$ cat src/rtl/uart_pkg.sv
// rtl/uart_pkg.sv - shared state encoding and default frame geometry for the UART transmit scheduler
package uart_pkg;

  localparam int OVERSAMPLE_DEFAULT = 16;
  localparam int DATA_BITS_DEFAULT  = 8;

  typedef enum logic [1:0] {
    ST_IDLE  = 2'd0,
    ST_START = 2'd1,
    ST_DATA  = 2'd2,
    ST_STOP  = 2'd3
  } tx_state_t;

endpackage

$ cat src/rtl/rr_arbiter2.sv
// rtl/rr_arbiter2.sv - two-way round-robin arbiter; a tie goes to the requester not granted last
module rr_arbiter2 (
  input  logic       sysclk,
  input  logic       reset,
  input  logic [1:0] req,
  input  logic       update,
  output logic [1:0] gnt
);

  // set when requester 1 won most recently, so requester 0 takes the next tie
  logic last_gnt1;

  always_comb begin
    gnt = 2'b00;
    if (req[0] && (!req[1] || last_gnt1)) begin
      gnt = 2'b01;
    end else if (req[1]) begin
      gnt = 2'b10;
    end
  end

  always_ff @(posedge sysclk or posedge reset) begin
    if (reset) begin
      last_gnt1 <= 1'b1;
    end else if (update && (gnt != 2'b00)) begin
      last_gnt1 <= gnt[1];
    end
  end

endmodule

$ cat src/rtl/uart_tx_scheduler.sv
// rtl/uart_tx_scheduler.sv - arbitrates two byte requesters onto one oversampled UART transmit line
module uart_tx_scheduler
  import uart_pkg::*;
#(
  parameter int OVERSAMPLE = OVERSAMPLE_DEFAULT,
  parameter int DATA_BITS  = DATA_BITS_DEFAULT
) (
  input  logic                 sysclk,
  input  logic                 reset,
  input  logic                 baud_tick,
  input  logic                 req0,
  input  logic [DATA_BITS-1:0] data0,
  input  logic                 req1,
  input  logic [DATA_BITS-1:0] data1,
  output logic                 gnt0,
  output logic                 gnt1,
  output logic                 tx,
  output logic                 busy
);

  localparam int CW = (OVERSAMPLE > 1) ? $clog2(OVERSAMPLE) : 1;
  localparam int IW = (DATA_BITS > 1) ? $clog2(DATA_BITS) : 1;
  localparam logic [CW-1:0] TICK_LAST = CW'(OVERSAMPLE - 1);
  localparam logic [IW-1:0] IDX_LAST  = IW'(DATA_BITS - 1);

  tx_state_t            state, state_nxt;
  logic [CW-1:0]        tick_cnt, tick_nxt;
  logic [IW-1:0]        bit_idx, idx_nxt;
  logic [DATA_BITS-1:0] shreg, shreg_nxt;
  logic                 tx_nxt, gnt0_nxt, gnt1_nxt;
  logic                 arb_update, bit_end;
  logic [1:0]           arb_gnt;

  rr_arbiter2 u_arb (
    .sysclk (sysclk),
    .reset  (reset),
    .req    ({req1, req0}),
    .update (arb_update),
    .gnt    (arb_gnt)
  );

  assign bit_end = baud_tick && (tick_cnt == TICK_LAST);
  assign busy    = (state != ST_IDLE);

  always_comb begin
    state_nxt  = state;
    tick_nxt   = tick_cnt;
    idx_nxt    = bit_idx;
    shreg_nxt  = shreg;
    gnt0_nxt   = 1'b0;
    gnt1_nxt   = 1'b0;
    arb_update = 1'b0;
    tx_nxt     = 1'b1;
    if ((state != ST_IDLE) && baud_tick) begin
      tick_nxt = (tick_cnt == TICK_LAST) ? '0 : tick_cnt + CW'(1);
    end
    case (state)
      ST_IDLE: begin
        if (req0 || req1) begin
          arb_update = 1'b1;
          state_nxt  = ST_START;
          tick_nxt   = '0;
          idx_nxt    = '0;
          shreg_nxt  = arb_gnt[1] ? data1 : data0;
          gnt0_nxt   = arb_gnt[0];
          gnt1_nxt   = arb_gnt[1];
        end
      end
      ST_START: begin
        if (bit_end) begin
          state_nxt = ST_DATA;
          idx_nxt   = '0;
        end
      end
      ST_DATA: begin
        if (bit_end) begin
          shreg_nxt = shreg >> 1;
          idx_nxt   = bit_idx + IW'(1);
          if (bit_idx == IDX_LAST) begin
            state_nxt = ST_STOP;
          end
        end
      end
      ST_STOP: begin
        if (bit_end) begin
          state_nxt = ST_IDLE;
        end
      end
      default: state_nxt = ST_IDLE;
    endcase
    // tx is registered from the next state so the line changes only on clock edges
    case (state_nxt)
      ST_START: tx_nxt = 1'b0;
      ST_DATA:  tx_nxt = shreg_nxt[0];
      default:  tx_nxt = 1'b1;
    endcase
  end

  always_ff @(posedge sysclk or posedge reset) begin
    if (reset) begin
      state    <= ST_IDLE;
      tick_cnt <= '0;
      bit_idx  <= '0;
      shreg    <= '0;
      tx       <= 1'b1;
      gnt0     <= 1'b0;
      gnt1     <= 1'b0;
    end else begin
      state    <= state_nxt;
      tick_cnt <= tick_nxt;
      bit_idx  <= idx_nxt;
      shreg    <= shreg_nxt;
      tx       <= tx_nxt;
      gnt0     <= gnt0_nxt;
      gnt1     <= gnt1_nxt;
    end
  end

endmodule

$ cat config.mk
export PLATFORM = sky130hd
export DESIGN_NAME = uart_tx_scheduler
export DESIGN_NICKNAME = d
export VERILOG_FILES = /design/src/rtl/uart_pkg.sv /design/src/rtl/rr_arbiter2.sv /design/src/rtl/uart_tx_scheduler.sv
export SDC_FILE = /design/constraint.sdc
export NUM_CORES = 1
export LEC_CHECK = 0
export ABC_CLOCK_PERIOD_IN_PS = 4500
export CAP_MARGIN = 20
export CELL_PAD_IN_SITES_DETAIL_PLACEMENT = 1
export CELL_PAD_IN_SITES_GLOBAL_PLACEMENT = 1
export CORE_MARGIN = 2
export CORE_UTILIZATION = 40
export DETAILED_ROUTE_END_ITERATION = 12
export PLACE_DENSITY_LB_ADDON = 0.1
export SLEW_MARGIN = 0
export SYNTH_ARGS = -nofsm -noshare
export SYNTH_HDL_FRONTEND = slang
export SYNTH_SLANG_ARGS = --single-unit
$ cat constraint.sdc
create_clock -name sysclk -period 4.5 [get_ports sysclk]
set_clock_uncertainty 0.15 [all_clocks]
set_input_delay 0.9 -clock sysclk [delete_from_list [all_inputs] [get_ports sysclk]]
set_output_delay 0.9 -clock sysclk [all_outputs]
set_load 0.02 [all_outputs]
==> Implementation_results.wiki <==
{| class="wikitable"
! Metric !! Value
|-
| Run status || finished, final reports clean
|-
| Required time at the endpoint of the critical path || 3.45 ns
|-
| Main combinational cell family by area after synthesis || compound AO/OA/AOI/OAI gates
|-
| Num CTS Buffers || 3
|-
| Die height || 56.6 um
|-
| Capturing element type of the critical path || output pin
|-
| Cell at the root of the clock tree || sky130_fd_sc_hd__clkbuf_4
|-
| Met3 global-route usage || 3.92%
|-
| Source-to-sink clock delay at the later pin of the worst-skew pair || 0.32 ns
|-
| CTS clk-pin slew, worst paths || 0.12 ns
|-
| Type of the setup path with the least slack || flop to output pin
|-
| Synthesized net count || 132
|-
| TNS Setup || 0 ns
|-
| Wire length reported by the detailed router || 2630 um
|-
| Power density over the cells || 447 nW/um^2
|-
| Measured slew at the worst slew-check pin || 0.834 ns
|-
| Routed wire length per instance || 16.0 um
|-
| Number of sinks on the clock net || 21
|-
| Via-per-instance ratio || 5.68
|-
| Antenna fix cells || 0
|-
| Cells along the critical path || nor2_2, inv_1, clkdlybuf4s50_1
|-
| Mux share of post-synthesis cell area || 8.25%
|-
| Number of search-and-repair iterations in the first detailed-routing pass || 4
|-
| Share of synthesized area occupied by flip-flops and latches || 47.7%
|-
| TritonCTS clock tree || done
|-
| Synthesis-stage register bit count || 21
|-
| Count of flip-flops with a built-in enable after synthesis || 0
|-
| Combinational share of power || 32.1%
|-
| Final count of hold timing violations || 0
|-
| Syn_area_per_cell || 10.3 um^2
|-
| Share of cells above drive strength 1 || 10.5%
|-
| Hold-fix buffers, CTS || 0
|-
| Synthesis Warnings || 0
|-
| Slack of the worst reg-to-reg path || 2.35 ns
|-
| Synthesized instance count || 108
|-
| Largest incremental delay on the critical path || 0.62 ns
|-
| Number of antenna violations at the first check in global routing || 0
|-
| Post-route worst hold slack || 0.371 ns
|-
| Library cell with the largest summed area after synthesis || sky130_fd_sc_hd__dfrtp_1
|-
| Routed vias || 931
|-
| Adder-cell area share of the yosys netlist || 3.39%
|-
| Critical path startpoint category || flop
|-
| CTS max path bufs || 2
|-
| Path category of the worst min-delay check || flop to flop
|-
| Simple-gate share of the synthesized area || 17.3%
|-
| Number of setup buffers added after CTS || 0
|-
| Clock period minus worst slack || 2.86 ns
|-
| Number of buffers and inverters on the critical path || 2
|-
| Die ar. || 3210 um^2
|-
| Largest cells by area after synthesis || sky130_fd_sc_hd__dfrtp_1 43%, sky130_fd_sc_hd__mux2i_1 7.2%, sky130_fd_sc_hd__a221o_1 5.4%
|-
| Residual DRC || 0
|-
| Internal cell power || 399 uW
|-
| Area share of the largest cell type after synthesis || 42.9%
|-
| Number of max-slew violations in the final report || 0
|-
| Async set-or-reset flop fraction in the synthesized netlist || 100%
|-
| Area added between synthesis and finish || 26.3%
|-
| Lkg Pwr || 0.000639 uW
|-
| Top Ports || 25
|-
| Cell type of the slowest stage on the worst timing path || sky130_fd_sc_hd__dfrtp_1
|-
| # rows || 19
|-
| Max Fclk || 350 MHz
|-
| Fraction of the mapped netlist area in compound gates || 17.9%
|-
| Global Route met1 Usage || 23.4%
|-
| Final ANT Viol Nets || 0
|-
| Proportion of total power due to net switching || 36.2%
|-
| # resized after CTS || 0
|-
| Maximum number of pins on one net before global-route repair || 22
|-
| Main synth FF type || sky130_fd_sc_hd__dfrtp_1
|-
| Placed Area || 1370 um^2
|-
| Max transition margin || 44.4%
|-
| Largest fanout on the critical path || 12
|-
| Final clock period utilization by the worst path || 63.4%
|-
| Placer congestion estimate || 0.814
|-
| Gr busiest metal || met2
|-
| Total overflow reported by the global router || 0
|-
| Cell type group with the largest total delay on the critical path || buffers and inverters
|-
| Sequential cell fraction of total power || 52.6%
|-
| Setup repair after global routing missed its margin || false
|-
| DRT iter0 DRCs || 38
|-
| Width of the die || 56.6 um
|-
| XOR/XNOR share of the synthesized area || 1.58%
|-
| Net switching power figure || 226 uW
|-
| Final #Nets || 158
|-
| Wire length of the first global-routing pass || 4700 um
|-
| Yosys cell types || 31
|-
| Worst vdd ir || 0.227 mV
|-
| Via count of the first global-routing pass || 1006
|-
| All-layer global routing usage || 19.4%
|-
| Floorplan core area || 2690 um^2
|-
| Maximum capacitance violations || 0
|-
| Met2 track utilization from global routing || 32.4%
|-
| Mapped cell area || 1110 um^2
|-
| Worst path arrival time || 1.81 ns
|-
| Number of H-tree levels || 1
|-
| I/O Buffers || 24
|-
| Sum of net half-perimeters after detailed placement || 1930 um
|-
| Initial cell density of the core || 41.2%
|-
| Clock network power share || 15.3%
|-
| Final std cell area, no fill || 1400 um^2
|-
| # setup viols final || 0
|}
per-layer routing:
metal	vias up	routed length, um
met5	-	0
met4	0	74
met3	9	121
met2	29	1300
met1	452	1130
li1	441	-
logic make-up after synthesis:
group,count (synthesis)
simple gates,37
fa+ha+maj,3
mux,9
xor+xnor,2
flops,21
compound gates,27
buf+inv,9
cell usage after synthesis (all sizes together), types with 2 or more instances:
master / count
a221o: 6
o21ai: 6
dfrtp: 19
mux2i: 8
dfstp: 2
buf: 4
a22o: 2
nor2: 12
xor2: 2
nand2: 14
ha: 3
nand3: 5
a31o: 2
a21oi: 5
inv: 4
worst min-delay path: stages, from the launching register on:
cell	delay (ns)
sky130_fd_sc_hd__dfstp_2	0.40
sky130_fd_sc_hd__nand2_1	0.05
sky130_fd_sc_hd__o21ai_0	0.08
final timing paths:
kind / to / startpoint / cells past startpoint
max: busy / state[1] / 3
min: u_arb.last_gnt1 / u_arb.last_gnt1 / 2
max reg2reg: shreg[1] / tick_cnt[0] / 5
min reg2reg: u_arb.last_gnt1 / u_arb.last_gnt1 / 2
max in group asynchronous: gnt0 / reset / 2
min in group asynchronous: shreg[4] / reset / 2
power by group through the flow:
stage / logic [uW] / clock network [uW] / registers (uW)
6_report: 201 / 95.7 / 328
4_1_cts: 203 / 99.8 / 327
5_1_grt: 224 / 109 / 339
3_3_place_gp: 188 / 0 / 326
2_1_floorplan: 142 / 0 / 311
3_5_place_dp: 202 / 0 / 330
area by class of cell:
cell class,count,area (um^2)
Fill cell,307,1290
Timing Repair Buffer,26,255
Tap cell,31,38.8
Multi-Input combinational cell,78,536
Clock buffer,4,26.3
Inverter,4,15.0
Sequential cell,21,528
flip-flops by register name, indices dropped and copies added (netlist names):
register,count
gnt1,1
gnt0,1
state,2
tx,1
tick_cnt,4
bit_idx,3
shreg,8
u_arb.last_gnt1,1
placed cells by master, fill, tap and decap left out, types with 2 or more instances in the layout:
master,instances
sky130_fd_sc_hd__buf_4,2
sky130_fd_sc_hd__a21oi_1,5
sky130_fd_sc_hd__ha_1,3
sky130_fd_sc_hd__dfrtp_1,19
sky130_fd_sc_hd__mux2i_1,8
sky130_fd_sc_hd__dfstp_2,2
sky130_fd_sc_hd__inv_1,4
sky130_fd_sc_hd__nor2_2,2
sky130_fd_sc_hd__nand2_1,14
sky130_fd_sc_hd__a22o_1,2
sky130_fd_sc_hd__a31o_2,2
sky130_fd_sc_hd__a221o_1,6
sky130_fd_sc_hd__clkbuf_4,3
sky130_fd_sc_hd__nand3_1,5
sky130_fd_sc_hd__o21ai_0,6
sky130_fd_sc_hd__clkdlybuf4s50_1,24
sky130_fd_sc_hd__xor2_1,2
sky130_fd_sc_hd__nor2_1,10
per-stage QoR:
stage | cells | total power [uW] | setup slack (ns) | utilization, %
after global routing | 164 | 672 | 1.52 | 52.1
final | 164 | 625 | 1.64 | 52.1
after detailed placement | 160 | 532 | 1.59 | 51.1
after floorplan | 108 | 453 | 2.50 | -
after CTS | 164 | 630 | 1.65 | 52.1
after global placement | 160 | 514 | 1.69 | 51.1
No activity file was read; power rests on OpenSTA's default activity.
